File: src/rtl/td4_pkg.sv
`default_nettype none
// ============================================================================
// Module      : td4_pkg
// Description : Shared opcodes, state encoding, source-mux encodings and
//               load-strobe bit positions for the TD4 sequencer.
//               TD4_SINGLE_STEP_EN adds the WAIT_STEP state.
// Revision    : 1.0 - initial release
// ============================================================================
package td4_pkg;

  // Opcode map
  localparam logic [3:0] OP_ADD_A_IM = 4'b0000;
  localparam logic [3:0] OP_MOV_A_B  = 4'b0001;
  localparam logic [3:0] OP_IN_A     = 4'b0010;
  localparam logic [3:0] OP_MOV_A_IM = 4'b0011;
  localparam logic [3:0] OP_MOV_B_A  = 4'b0100;
  localparam logic [3:0] OP_ADD_B_IM = 4'b0101;
  localparam logic [3:0] OP_IN_B     = 4'b0110;
  localparam logic [3:0] OP_MOV_B_IM = 4'b0111;
  localparam logic [3:0] OP_OUT_B    = 4'b1001;
  localparam logic [3:0] OP_OUT_IM   = 4'b1011;
  localparam logic [3:0] OP_JNC_IM   = 4'b1110;
  localparam logic [3:0] OP_JMP_IM   = 4'b1111;

  // Datapath source mux
  localparam logic [1:0] SEL_A    = 2'b00;
  localparam logic [1:0] SEL_B    = 2'b01;
  localparam logic [1:0] SEL_IN   = 2'b10;
  localparam logic [1:0] SEL_ZERO = 2'b11;

  // Bit positions inside the active-low load vector
  localparam int LD_A   = 0;
  localparam int LD_B   = 1;
  localparam int LD_OUT = 2;
  localparam int LD_PC  = 3;

  localparam logic [3:0] LD_NONE = 4'b1111;

  typedef enum logic [2:0] {
    ST_BOOT  = 3'd0,
    ST_FETCH = 3'd1,
    ST_EXEC  = 3'd2,
    ST_TRAP  = 3'd3
`ifdef TD4_SINGLE_STEP_EN
    ,
    ST_WAIT_STEP = 3'd4
`endif
  } state_t;

endpackage
`default_nettype wire

File: src/rtl/td4_op_decode.sv
`default_nettype none
// ============================================================================
// Module      : td4_op_decode
// Description : Combinational opcode decoder. Maps (op, carry flag) to the
//               source mux select, active-low load strobes, legality,
//               carry-write and jump-taken indications.
// Revision    : 1.0 - initial release
// ============================================================================
module td4_op_decode
  import td4_pkg::*;
(
  input  logic [3:0] i_op,
  input  logic       i_carry,
  output logic [1:0] o_sel,
  output logic [3:0] o_ld_n,
  output logic       o_legal,
  output logic       o_writes_carry,
  output logic       o_jump_taken
);

  // Opcode table; anything not listed is illegal and loads nothing
  always_comb begin
    o_sel          = SEL_ZERO;
    o_ld_n         = LD_NONE;
    o_legal        = 1'b1;
    o_writes_carry = 1'b0;
    o_jump_taken   = 1'b0;
    case (i_op)
      OP_ADD_A_IM: begin o_sel = SEL_A;    o_ld_n[LD_A]   = 1'b0; o_writes_carry = 1'b1; end
      OP_MOV_A_B:  begin o_sel = SEL_B;    o_ld_n[LD_A]   = 1'b0; end
      OP_IN_A:     begin o_sel = SEL_IN;   o_ld_n[LD_A]   = 1'b0; end
      OP_MOV_A_IM: begin o_sel = SEL_ZERO; o_ld_n[LD_A]   = 1'b0; end
      OP_MOV_B_A:  begin o_sel = SEL_A;    o_ld_n[LD_B]   = 1'b0; end
      OP_ADD_B_IM: begin o_sel = SEL_B;    o_ld_n[LD_B]   = 1'b0; o_writes_carry = 1'b1; end
      OP_IN_B:     begin o_sel = SEL_IN;   o_ld_n[LD_B]   = 1'b0; end
      OP_MOV_B_IM: begin o_sel = SEL_ZERO; o_ld_n[LD_B]   = 1'b0; end
      OP_OUT_B:    begin o_sel = SEL_B;    o_ld_n[LD_OUT] = 1'b0; end
      OP_OUT_IM:   begin o_sel = SEL_ZERO; o_ld_n[LD_OUT] = 1'b0; end
      OP_JNC_IM: begin
        o_sel = SEL_ZERO;
        if (!i_carry) begin
          o_ld_n[LD_PC] = 1'b0;
          o_jump_taken  = 1'b1;
        end
      end
      OP_JMP_IM: begin
        o_sel         = SEL_ZERO;
        o_ld_n[LD_PC] = 1'b0;
        o_jump_taken  = 1'b1;
      end
      default: o_legal = 1'b0;
    endcase
  end

endmodule
`default_nettype wire

File: src/rtl/td4_sequencer.sv
`default_nettype none
// ============================================================================
// Module      : td4_sequencer
// Description : Multi-cycle fetch/execute control unit for a TD4-class CPU.
//               Owns PC, IR and carry flag; fetches over a req/ack handshake
//               and drives datapath controls for one EXEC cycle per
//               instruction. Illegal opcodes trap until reset.
//               Optional macro TD4_SINGLE_STEP_EN adds step_i and a
//               WAIT_STEP state after every executed instruction.
// Revision    : 1.0 - initial release
// ============================================================================
module td4_sequencer
  import td4_pkg::*;
#(
  parameter int DATA_W = 4,
  parameter int PC_W   = 4
) (
  input  logic              clk,
  input  logic              reset,
`ifdef TD4_SINGLE_STEP_EN
  input  logic              step_i,
`endif
  output logic              imem_req,
  output logic [PC_W-1:0]   imem_addr,
  input  logic              imem_ack,
  input  logic [DATA_W+3:0] imem_data,
  input  logic              carry_i,
  output logic [1:0]        sel,
  output logic [3:0]        ld_n,
  output logic [DATA_W-1:0] imm,
  output logic              carry_o,
  output logic              retire_o,
  output logic              illegal_o
);

  state_t              r_state;
  state_t              w_next_state;
  logic [PC_W-1:0]     r_pc;
  logic [DATA_W+3:0]   r_ir;
  logic                r_carry;
  logic                r_illegal;

  logic [3:0]          w_op;
  logic [PC_W-1:0]     w_imm_pc;
  logic [1:0]          w_dec_sel;
  logic [3:0]          w_dec_ld_n;
  logic                w_legal;
  logic                w_writes_carry;
  logic                w_jump_taken;
  logic                w_exec;

  assign w_op   = r_ir[DATA_W+3:DATA_W];
  assign w_exec = (r_state == ST_EXEC);

  // Jump target: immediate zero-extended or truncated to the PC width
  if (PC_W <= DATA_W) begin : g_imm_trunc
    assign w_imm_pc = r_ir[PC_W-1:0];
  end else begin : g_imm_zext
    assign w_imm_pc = {{(PC_W-DATA_W){1'b0}}, r_ir[DATA_W-1:0]};
  end

  // JNC looks at the flag as it stood before this EXEC cycle
  td4_op_decode u_decode (
    .i_op           (w_op),
    .i_carry        (r_carry),
    .o_sel          (w_dec_sel),
    .o_ld_n         (w_dec_ld_n),
    .o_legal        (w_legal),
    .o_writes_carry (w_writes_carry),
    .o_jump_taken   (w_jump_taken)
  );

  // State register
  always_ff @(posedge clk or posedge reset) begin
    if (reset) r_state <= ST_BOOT;
    else       r_state <= w_next_state;
  end

  // Next-state logic; ack is only honoured while fetching
  always_comb begin
    w_next_state = r_state;
    case (r_state)
      ST_BOOT:  w_next_state = ST_FETCH;
      ST_FETCH: if (imem_ack) w_next_state = ST_EXEC;
      ST_EXEC: begin
        if (!w_legal) w_next_state = ST_TRAP;
`ifdef TD4_SINGLE_STEP_EN
        else          w_next_state = ST_WAIT_STEP;
`else
        else          w_next_state = ST_FETCH;
`endif
      end
      ST_TRAP:  w_next_state = ST_TRAP;
`ifdef TD4_SINGLE_STEP_EN
      ST_WAIT_STEP: if (step_i) w_next_state = ST_FETCH;
`endif
      default:  w_next_state = ST_BOOT;
    endcase
  end

  // Instruction register captures the fetched word on ack
  always_ff @(posedge clk or posedge reset) begin
    if (reset)                                r_ir <= '0;
    else if ((r_state == ST_FETCH) && imem_ack) r_ir <= imem_data;
  end

  // PC, carry and trap flag change only at the end of EXEC
  always_ff @(posedge clk or posedge reset) begin
    if (reset) begin
      r_pc      <= '0;
      r_carry   <= 1'b0;
      r_illegal <= 1'b0;
    end else if (w_exec) begin
      if (w_legal) begin
        r_pc    <= w_jump_taken ? w_imm_pc : r_pc + PC_W'(1);
        // Non-add instructions push zero through the adder, so carry clears
        r_carry <= w_writes_carry ? carry_i : 1'b0;
      end else begin
        r_illegal <= 1'b1;
      end
    end
  end

  // Outputs decoded from registered state and IR only
  always_comb begin
    imem_req = (r_state == ST_FETCH);
    sel      = SEL_ZERO;
    ld_n     = LD_NONE;
    retire_o = 1'b0;
    if (w_exec) begin
      sel      = w_dec_sel;
      ld_n     = w_dec_ld_n;
      retire_o = w_legal;
    end
  end

  assign imem_addr = r_pc;
  assign imm       = r_ir[DATA_W-1:0];
  assign carry_o   = r_carry;
  assign illegal_o = r_illegal;

endmodule
`default_nettype wire
File: config.mk
export PLATFORM = sky130hd
export DESIGN_NAME = td4_sequencer
export DESIGN_NICKNAME = d
export VERILOG_FILES = /design/src/rtl/td4_pkg.sv /design/src/rtl/td4_op_decode.sv /design/src/rtl/td4_sequencer.sv
export SDC_FILE = /design/constraint.sdc
export NUM_CORES = 1
export LEC_CHECK = 0
export ABC_CLOCK_PERIOD_IN_PS = 1400
export CAP_MARGIN = 10
export CORE_MARGIN = 3
export CORE_UTILIZATION = 39
export CTS_CLUSTER_DIAMETER = 40
export DETAILED_ROUTE_END_ITERATION = 8
export HOLD_SLACK_MARGIN = 0.06
export PLACE_DENSITY = 0.74
export SLEW_MARGIN = 10
export SYNTH_ARGS = -nofsm -noshare
export SYNTH_HDL_FRONTEND = slang
export SYNTH_SLANG_ARGS = --single-unit
File: constraint.sdc
create_clock -name clk -period 1.4 [get_ports clk]
set_clock_uncertainty 0.05 [all_clocks]
set_input_delay 0.28 -clock clk [delete_from_list [all_inputs] [get_ports clk]]
set_output_delay 0.28 -clock clk [all_outputs]
set_load 0.005 [all_outputs]
==> results of run 1 <==
## routing by layer
metal	vias up	share of wire, %	global-route usage [%]	wire length, µm
li1	395	-	-	-
met1	414	44	25.6	1130
met2	15	52	38.4	1320
met3	4	2.6	2.56	66
met4	0	1.3	7.66	32
met5	-	0	0	0
## metrics by stage
step	hold WS, ns	setup TNS (ns)
global placement	0.413	-3.22
global route	0.262	-2.64
finish	0.264	-1.87
detailed placement	0.401	-3.67
CTS	0.270	-1.71
floorplan	0.144	0
## logic make-up after synthesis
| group | synth area share [%] |
|---|---|
| AOI/OAI and AO/OA | 11.8 |
| adders and majority gates | 1.49 |
| buffers and inverters | 5.83 |
| DFF | 47.8 |
| muxes | 16.9 |
| and+or+nand+nor | 16.1 |
## where the power goes
part,internal [W],leakage [nW],switching (W)
sequential,0.000462,0.212,0
combinational,0.0000298,0.558,0.0000161
clock,0.0000998,0.0138,0.000142
## area by class of cell
cell class	instances	area (µm²)
Sequential cell	16	402
Tap cell	27	33.8
Fill cell	120	460
Timing Repair Buffer	67	582
Multi-Input combinational cell	49	490
Clock buffer	3	22.5
Inverter	3	11.3
## cell usage in the layout (no fill, tap or decap), drive strengths merged
cell type / Yosys / final
nor2b: 2 / 2
o21ai: 4 / 4
inv: 3 / 3
mux2: 9 / 9
nand4: 3 / 3
or3: 2 / 2
nand2: 7 / 7
clkbuf: 0 / 4
nor2: 3 / 3
dfrtp: 16 / 16
buf: 5 / 46
a21boi: 2 / 2
a41o: 1 / 1
clkdlybuf4s50: 0 / 11
nand3: 1 / 1
nand2b: 3 / 3
dlygate4sd2: 0 / 9
a21oi: 1 / 1
and4: 1 / 1
nor4b: 1 / 1
a22oi: 1 / 1
a31oi: 1 / 1
a211o: 1 / 1
mux2i: 4 / 4
a2bb2oi: 1 / 1
ha: 1 / 1
## worst max path at each step
stage | start | end | slack (ns)
3_3_place_gp | r_state[0]$_DFFE_PP0P_ | ld_n[0] | -0.33
4_1_cts | r_ir[7]$_DFFE_PP0P_ | ld_n[0] | -0.26
3_5_place_dp | r_state[0]$_DFFE_PP0P_ | ld_n[0] | -0.36
2_1_floorplan | r_ir[6]$_DFFE_PP0P_ | carry_o$_DFFE_PP0P_ | 0.01
6_report | r_ir[7]$_DFFE_PP0P_ | ld_n[0] | -0.26
5_1_grt | r_ir[6]$_DFFE_PP0P_ | ld_n[0] | -0.32
## registers in the layout, indices dropped and copies added (netlist names)
| name | count |
|---|---|
| carry_o | 1 |
| r_ir | 8 |
| imem_addr | 4 |
| illegal_o | 1 |
| r_state | 2 |
## critical path, cell delays in order (launching register included)
cell and delay [ns]:
dfrtp_2 0.45, buf_6 0.13, or3_4 0.35, buf_6 0.12
## timing repair
item                                    4_1_cts  5_1_grt
buffers inserted                             20        1
gates resized for setup                      67       21
endpoints found under the setup margin       30       17
pin swaps                                     6        2
==> flow_summary.toml, run 1 <==
[synthesis]
yosysMostFrequentCell = "dfrtp_1"
ys_async_sr_fraction_pct = 100
ys_ff_latch = 16
syn-num-nets = 86
synth_enable_flop_cells = 0
synth.area.top_cells = "dfrtp_1, mux2_2, mux2i_1, buf_4, nand2_1"
synth_ff_type = "dfrtp_1"
synthDistinctLibCells = 27
ys_warn_count = 0
seq_area_frac_synth_pct = 47.8
synthCells = 73
yosys-top-cells-count = "dfrtp_1, mux2_2, nand2_1"
synth_area_leader_cell = "dfrtp_1"
synth_top_area_share_pct = 47.8
syn_area_um2 = 837
syn_avg_cell_area_um2 = 11.5

[detailed_routing]
drc_errors = 0
finalWirelength_mm = 2.54
drt_pass1_iterations = 4
drtAntennaViolNets = 0
wl_per_cell_um = 15.4
viasPerCell = 5.02
drt_iter0_markers = 9
vias = 828

[power_and_ir_drop]
p_total_w = 0.000749
peakVddDrop_mv = 0.480
leakage_nw = 0.783
powerDensity_nw_per_um2 = 486

[clock_tree]
hold_buffers = 0
root_buffer = "clkbuf_4"
cts_buffers = 3
path_clk_slew_ns = 0.09
cts_max_level = 1
clock_latency_ns = 0.28
cts_buffer_depth = 2
cts_tree = "yes"
clock-sinks = 16

[layout]
utilization_pct = 77.0
diodes = 0
finalNetCount = 153
syn_to_final_growth_pct = 84.2
drive_gt1_share_pct = 59.4
stdcell_count = 165
design_area_um2 = 1540

[timing]
rsz0062_at_grt = "true"
hold_violations = 0
setup_viol = 13
worstMarginPinSlew_ns = 0.329
drv_slew = 0
period_share_pct = 119
finalCriticalPeriod_ns = 1.66
max_freq_mhz = 601
maxSlewHeadroom_pct = 78.0
fin_ws_ns = -0.265

[global_routing]
grt_remaining_overflow = 0
grt_max_degree = 17
grt_pass1_wl_mm = 4.19
antenna_found_initial = 0
track_usage_pct = 21.3
grt_pass1_vias = 873

[job]
drv_cap = 0

[setup_path]
cp-end-kind = "output port"
critical_path_arrival_ns = 1.33
crit_fanout = 4
rr_startpoint = "r_ir[4]$_DFFE_PP0P_"
worstPathRequired_ns = 1.07
rr_worst_depth = 6
r2r-end = "carry_o$_DFFE_PP0P_"
worstSetupPathType = "flop to output port"
critPathLaunchType = "flop"
r2r_setup_slack_ns = -0.08

[floorplan]
coreArea_um2 = 2000
start_util_pct = 41.8
pin_count = 30
die_area_um2 = 2740
die_h_um = 52.3
chipWidth_um = 52.3
num_rows = 16

[outcome]
violations = "negative setup slack"
status = "finished, violations left"

[placement]
dpl-instance-area_um2 = 1260
gp_congestion = 0.808
pre_cts_ws_ns = -0.361
port-buffer-count = 29
post-dp-hpwl_mm = 1.57
dp_cells = 142

[worst_hold_path]
hold_path.class = "input port to asynchronous set/reset pin"
No activity file was read; power rests on OpenSTA's default activity.
==> inputs of run 2 (changes only) <==
--- a/config.mk
+++ b/config.mk
@@ -5,14 +5,14 @@
 export SDC_FILE = /design/constraint.sdc
 export NUM_CORES = 1
 export LEC_CHECK = 0
-export ABC_CLOCK_PERIOD_IN_PS = 1400
-export CAP_MARGIN = 10
+export ABC_CLOCK_PERIOD_IN_PS = 1600
+export CAP_MARGIN = 20
 export CORE_MARGIN = 3
-export CORE_UTILIZATION = 39
+export CORE_UTILIZATION = 43
 export CTS_CLUSTER_DIAMETER = 40
 export DETAILED_ROUTE_END_ITERATION = 8
 export HOLD_SLACK_MARGIN = 0.06
-export PLACE_DENSITY = 0.74
+export PLACE_DENSITY = 0.77
 export SLEW_MARGIN = 10
 export SYNTH_ARGS = -nofsm -noshare
 export SYNTH_HDL_FRONTEND = slang
==> constraint.sdc (replaced) <==
create_clock -name clk -period 1.6 [get_ports clk]
set_clock_uncertainty 0.05 [all_clocks]
set_input_delay 0.32 -clock clk [delete_from_list [all_inputs] [get_ports clk]]
set_output_delay 0.32 -clock clk [all_outputs]
set_load 0.005 [all_outputs]
==> run 2 against run 1 <==
Effect of this change:
- the run still ends with negative setup slack left
- sequential cell count stayed put
- critical path depth stayed put
- final cell count is 8.5% lower
- non-clock buffer count is 13 lower
==> flow_summary.toml, run 2 (synthesis results as in run 1) <==
[outcome]
status = "finished, violations left"
violations = "negative setup slack"

[layout]
final_cell_mix = "buf_4, clkdlybuf4s50_1, dfrtp_1"
finalNetCount = 140
layout_commonest_cell = "buf_4"
syn_to_final_growth_pct = 63.4
drive_gt1_share_pct = 46.8
largest_reg_flops = 8
diodes = 0
design_area_um2 = 1370
largest-register = "r_ir"
final.fill_count = 129

[timing]
hold_violations = 0
max_freq_mhz = 592
setup_viol = 5
period_share_pct = 106
maxSlewHeadroom_pct = 81.5
finalCriticalPeriod_ns = 1.69
fin_ws_ns = -0.0896
rsz0062_at_grt = "true"
worstMarginPinSlew_ns = 0.277
drv_slew = 0

[setup_path]
crit_fanout = 4
cp_cell_sequence = "buf_6 > or3_1 > buf_2"
critical_path_arrival_ns = 1.32
critPathLaunchType = "flop"
crit_slowest_cell = "dfrtp_1"
cp-end-kind = "output port"
worstPathRequired_ns = 1.23
slowest_delay_ns = 0.43
worstSetupPathType = "flop to output port"

[clock_tree]
cts_max_level = 1
clock-sinks = 16
clock_latency_ns = 0.28
path_clk_slew_ns = 0.10
cts_tree = "yes"
cts_buffer_depth = 2
root_buffer = "clkbuf_4"
cts_buffers = 3

[detailed_routing]
drc_errors = 0
wl_per_cell_um = 14.2
viasPerCell = 4.96
drt_iter0_markers = 17
drtAntennaViolNets = 0
vias = 749
drt_pass1_iterations = 4
finalWirelength_mm = 2.14

[placement]
gp_congestion = 0.781
port-buffer-count = 29
dpl-instance-area_um2 = 1250
post-dp-hpwl_mm = 1.53

[global_routing]
grt_remaining_overflow = 0
grt_pass1_vias = 798
antenna_found_initial = 0
grt_max_degree = 17
track_usage_pct = 18.3
grt_pass1_wl_mm = 3.49

[worst_hold_path]
hold_path.class = "input port to asynchronous set/reset pin"

[floorplan]
num_rows = 15
start_util_pct = 46.9
pin_count = 30
coreArea_um2 = 1780
die_area_um2 = 2510
chipWidth_um = 50.1
die_h_um = 50.1

[power_and_ir_drop]
leakage_nw = 0.690
p_total_w = 0.000713
peakVddDrop_mv = 0.498
powerDensity_nw_per_um2 = 521

[job]
drv_cap = 0
==> run 2: cell count changes in the layout (fill, tap and decap cells not counted), sizes merged <==
cell and change:
buf -14, clkdlybuf4s50 +7, dlymetal6s2s +2, clkbuf +1
dlygate4sd2 -8
==> run 2: layer usage <==
metal  up-vias  wire [µm]  GRT usage, %
met2        17       1170          34.1
met1       365        835          18.7
met5         -          0             0
met3         4         92          3.63
met4         0         40          9.68
li1        363          -             -
==> run 2: path summary, 6_finish.rpt <==
path | from | end | slack (ns) | cells after the start
worst max-delay path | r_ir[4]$_DFFE_PP0P_ | sel[0] | -0.09 | 3
worst min-delay path | reset | r_ir[2]$_DFFE_PP0P_ | 0.31 | 3
worst max register to register | r_ir[7]$_DFFE_PP0P_ | carry_o$_DFFE_PP0P_ | 0.06 | 5
worst min register to register | illegal_o$_DFFE_PP0P_ | illegal_o$_DFFE_PP0P_ | 0.42 | 1
max in group asynchronous | reset | r_ir[7]$_DFFE_PP0P_ | 1.00 | 3
min in group clk | illegal_o$_DFFE_PP0P_ | illegal_o$_DFFE_PP0P_ | 0.42 | 1
==> run 2: repair_timing <==
item	in CTS	in global routing
buffers inserted	5	5
gates resized for setup	39	9
pin swaps	3	1
endpoints found under the setup margin	14	15
hold buffers	0	0
==> run 2: power by group <==
group / switching (W) / internal (W) / leakage, nW / total, W
logic: 0.0000122 / 0.0000259 / 0.458 / 0.0000381
clock network: 0.000132 / 0.000138 / 0.0210 / 0.000270
registers: 0 / 0.000404 / 0.212 / 0.000404
==> run 2: layout make-up <==
cell class	count	area (µm²)	area share, %
Multi-Input combinational cell	49	412	30.1
Timing Repair Buffer	54	475	34.8
Inverter	3	11.3	0.823
Clock buffer	4	36.3	2.65
Tap cell	25	31.3	2.29
Sequential cell	16	402	29.4
==> run 2: stage by stage <==
| step | setup slack [ns] | std cells | hold slack, ns | utilization (%) | setup TNS, ns |
|---|---|---|---|---|---|
| floorplan | 0.195 | 73 | 0.184 | - | 0 |
| global placement | -0.189 | 137 | 0.405 | 69.9 | -0.785 |
| detailed placement | -0.222 | 137 | 0.405 | 69.9 | -0.960 |
| CTS | -0.102 | 146 | 0.289 | 73.8 | -0.503 |
| global route | -0.146 | 151 | 0.334 | 76.7 | -0.826 |
| finish | -0.0896 | 151 | 0.312 | 76.7 | -0.364 |
==> run 2: worst max-delay path, delay by kind of cell (launching register included) <==
family	cells	cell delay [ns]
and+or+nand+nor	1	0.33
DFF	1	0.43
buffers and inverters	2	0.27
==> inputs of run 3 (changes only) <==
--- a/config.mk
+++ b/config.mk
@@ -8,12 +8,13 @@
 export ABC_CLOCK_PERIOD_IN_PS = 1600
 export CAP_MARGIN = 20
 export CORE_MARGIN = 3
-export CORE_UTILIZATION = 43
+export CORE_UTILIZATION = 30
 export CTS_CLUSTER_DIAMETER = 40
 export DETAILED_ROUTE_END_ITERATION = 8
 export HOLD_SLACK_MARGIN = 0.06
-export PLACE_DENSITY = 0.77
+export SETUP_SLACK_MARGIN = 0.05
 export SLEW_MARGIN = 10
 export SYNTH_ARGS = -nofsm -noshare
 export SYNTH_HDL_FRONTEND = slang
+export SYNTH_HIERARCHICAL = 1
 export SYNTH_SLANG_ARGS = --single-unit
==> run 3 against run 2 <==
Effect of this change:
- the run still ends with negative setup slack left
- final area is 14% higher
- area after synthesis is 2.7% higher
- wire length is 5.7% higher
- worst setup slack worse by 0.020 ns
- register-to-register slack worse by 0.09 ns
- clock-buffer cell count stayed put
==> flow_summary.toml, run 3 <==
[synthesis]
ys_ff_latch = 16
synth_area_leader_cell = "dfrtp_1"
yosys-top-cells-count = "dfrtp_1, nand2b_1, mux2_2"
synth_enable_flop_cells = 0
synthDistinctLibCells = 33
ys_warn_count = 6
yosysMostFrequentCell = "dfrtp_1"
syn_avg_cell_area_um2 = 10.6
seq_area_frac_synth_pct = 46.6
synth_ff_type = "dfrtp_1"
synthCells = 81
synth_top_area_share_pct = 46.6
synth.area.top_cells = "dfrtp_1, mux2_2, nand2b_1, buf_4, o21ai_0"
syn_area_um2 = 860
syn-num-nets = 94
ys_async_sr_fraction_pct = 100

[timing]
tns_ns = -0.426
max_freq_mhz = 585
setup_viol = 6
drv_slew = 0
worstMarginPinSlew_ns = 0.212
fin_ws_ns = -0.110
maxSlewHeadroom_pct = 85.9
period_share_pct = 107
whs_ns = 0.271
rsz0062_at_grt = "true"
finalCriticalPeriod_ns = 1.71
hold_violations = 0

[layout]
drive_gt1_share_pct = 51.4
syn_to_final_growth_pct = 81.4
layout_commonest_cell = "buf_4"
finalNetCount = 156
stdcell_count = 172
diodes = 0
largest-register = "r_ir"
largest_reg_flops = 8
utilization_pct = 60.2
final_cell_mix = "buf_4, dfrtp_1, clkdlybuf4s50_1"

[setup_path]
cp-end-kind = "output port"
worstSetupPathType = "flop to output port"
slowest_delay_ns = 0.39
critPathLaunchType = "flop"
crit_slowest_cell = "dfrtp_1"
worstPathRequired_ns = 1.23
crit_fanout = 2
cp_cell_sequence = "buf_6 > nand2b_4 > a21o_1 > nand2b_1 > buf_2"
critical_path_arrival_ns = 1.34

[power_and_ir_drop]
leakage_nw = 0.889
powerDensity_nw_per_um2 = 461
peakVddDrop_mv = 0.451
p_total_w = 0.000719

[detailed_routing]
viasPerCell = 4.69
wl_per_cell_um = 13.2
drt_pass1_iterations = 4
drt_iter0_markers = 14
drtAntennaViolNets = 0
vias = 806
drc_errors = 0
finalWirelength_mm = 2.26

[floorplan]
coreArea_um2 = 2590
num_rows = 18
start_util_pct = 33.2
chipWidth_um = 59.5
die_area_um2 = 3540
pin_count = 30
die_h_um = 59.5

[clock_tree]
cts_max_level = 1
cts_buffer_depth = 2
hold_buffers = 0
root_buffer = "clkbuf_4"
clock-sinks = 16
cts_buffers = 3
path_clk_slew_ns = 0.10
clock_latency_ns = 0.30
cts_tree = "yes"

[global_routing]
grt_remaining_overflow = 0
antenna_found_initial = 0
grt_pass1_wl_mm = 3.65
grt_pass1_vias = 815
track_usage_pct = 13.6
grt_max_degree = 17

[placement]
port-buffer-count = 29
post-dp-hpwl_mm = 1.42
dp_cells = 144
gp_congestion = 0.710

[outcome]
violations = "negative setup slack"
status = "finished, violations left"

[job]
drv_cap = 0

[worst_hold_path]
hold_path.class = "input port to asynchronous set/reset pin"
-- run 3: layout make-up --
type / instances / area, µm²
Tap cell: 30 / 37.5
Multi-Input combinational cell: 56 / 492
Clock buffer: 4 / 36.3
Inverter: 2 / 7.51
Timing Repair Buffer: 64 / 582
Fill cell: 204 / 1030
Sequential cell: 16 / 404
-- run 3: worst max-delay path, delay by kind of cell (launching register included) --
| kind | cells | cell delay [ns] |
|---|---|---|
| flops | 1 | 0.39 |
| simple gates | 2 | 0.26 |
| buf+inv | 2 | 0.24 |
| compound gates | 1 | 0.15 |
-- run 3: per-stage QoR --
stage / instance area [µm²] / setup slack (ns)
floorplan: 897 / 0.0142
global placement: 1250 / -0.0961
detailed placement: 1250 / -0.102
CTS: 1470 / -0.120
global route: 1560 / -0.205
finish: 1560 / -0.110
-- run 3: cell families (layout without fill, tap and decap cells) --
group / after synthesis / after routing / share of synthesized area [%]
XOR/XNOR: 1 / 1 / 1.02
adder cells (fa/ha/maj): 1 / 1 / 1.46
AND/OR/NAND/NOR: 35 / 35 / 25.5
flip-flops: 16 / 16 / 46.6
AO/OA/AOI/OAI: 10 / 10 / 7.13
multiplexers: 9 / 9 / 11.6
buffers and inverters: 9 / 70 / 6.70
-- run 3: routing by layer --
metal  GRT usage (%)  share of wire, %  up-vias
met3            3.70               4.2        3
met5               0                 0        -
met1            17.7                41      387
li1                -                 -      400
met4            1.90              0.80        0
met2            23.1                54       16
-- run 3: final timing paths --
kind / from / end / slack (ns) / depth (start not counted)
max: r_ir[6]$_DFFE_PP0P_ / sel[1] / -0.11 / 5
min: reset / r_ir[2]$_DFFE_PP0P_ / 0.27 / 3
max reg2reg: r_ir[7]$_DFFE_PP0P_ / imem_addr[3]$_DFFE_PP0P_ / -0.03 / 6
min in group clk: illegal_o$_DFFE_PP0P_ / illegal_o$_DFFE_PP0P_ / 0.44 / 1
max in group asynchronous: reset / r_ir[5]$_DFFE_PP0P_ / 1.03 / 3
min reg2reg: illegal_o$_DFFE_PP0P_ / illegal_o$_DFFE_PP0P_ / 0.44 / 1
-- run 3: report_power, final --
group | total, W | switching [W] | internal [W] | leakage, nW
Clock | 0.000275 | 0.000137 | 0.000139 | 0.0210
Combinational | 0.0000391 | 0.0000134 | 0.0000257 | 0.665
Sequential | 0.000404 | 0 | 0.000404 | 0.203
Total | 0.000719 | 0.000150 | 0.000568 | 0.889
-- run 3: repair_timing --
| action | CTS | global route |
|---|---|---|
| resized for setup | 53 | 20 |
| setup buffers | 20 | 4 |
| pin swaps | 6 | 3 |
| setup endpoints to repair | 20 | 24 |
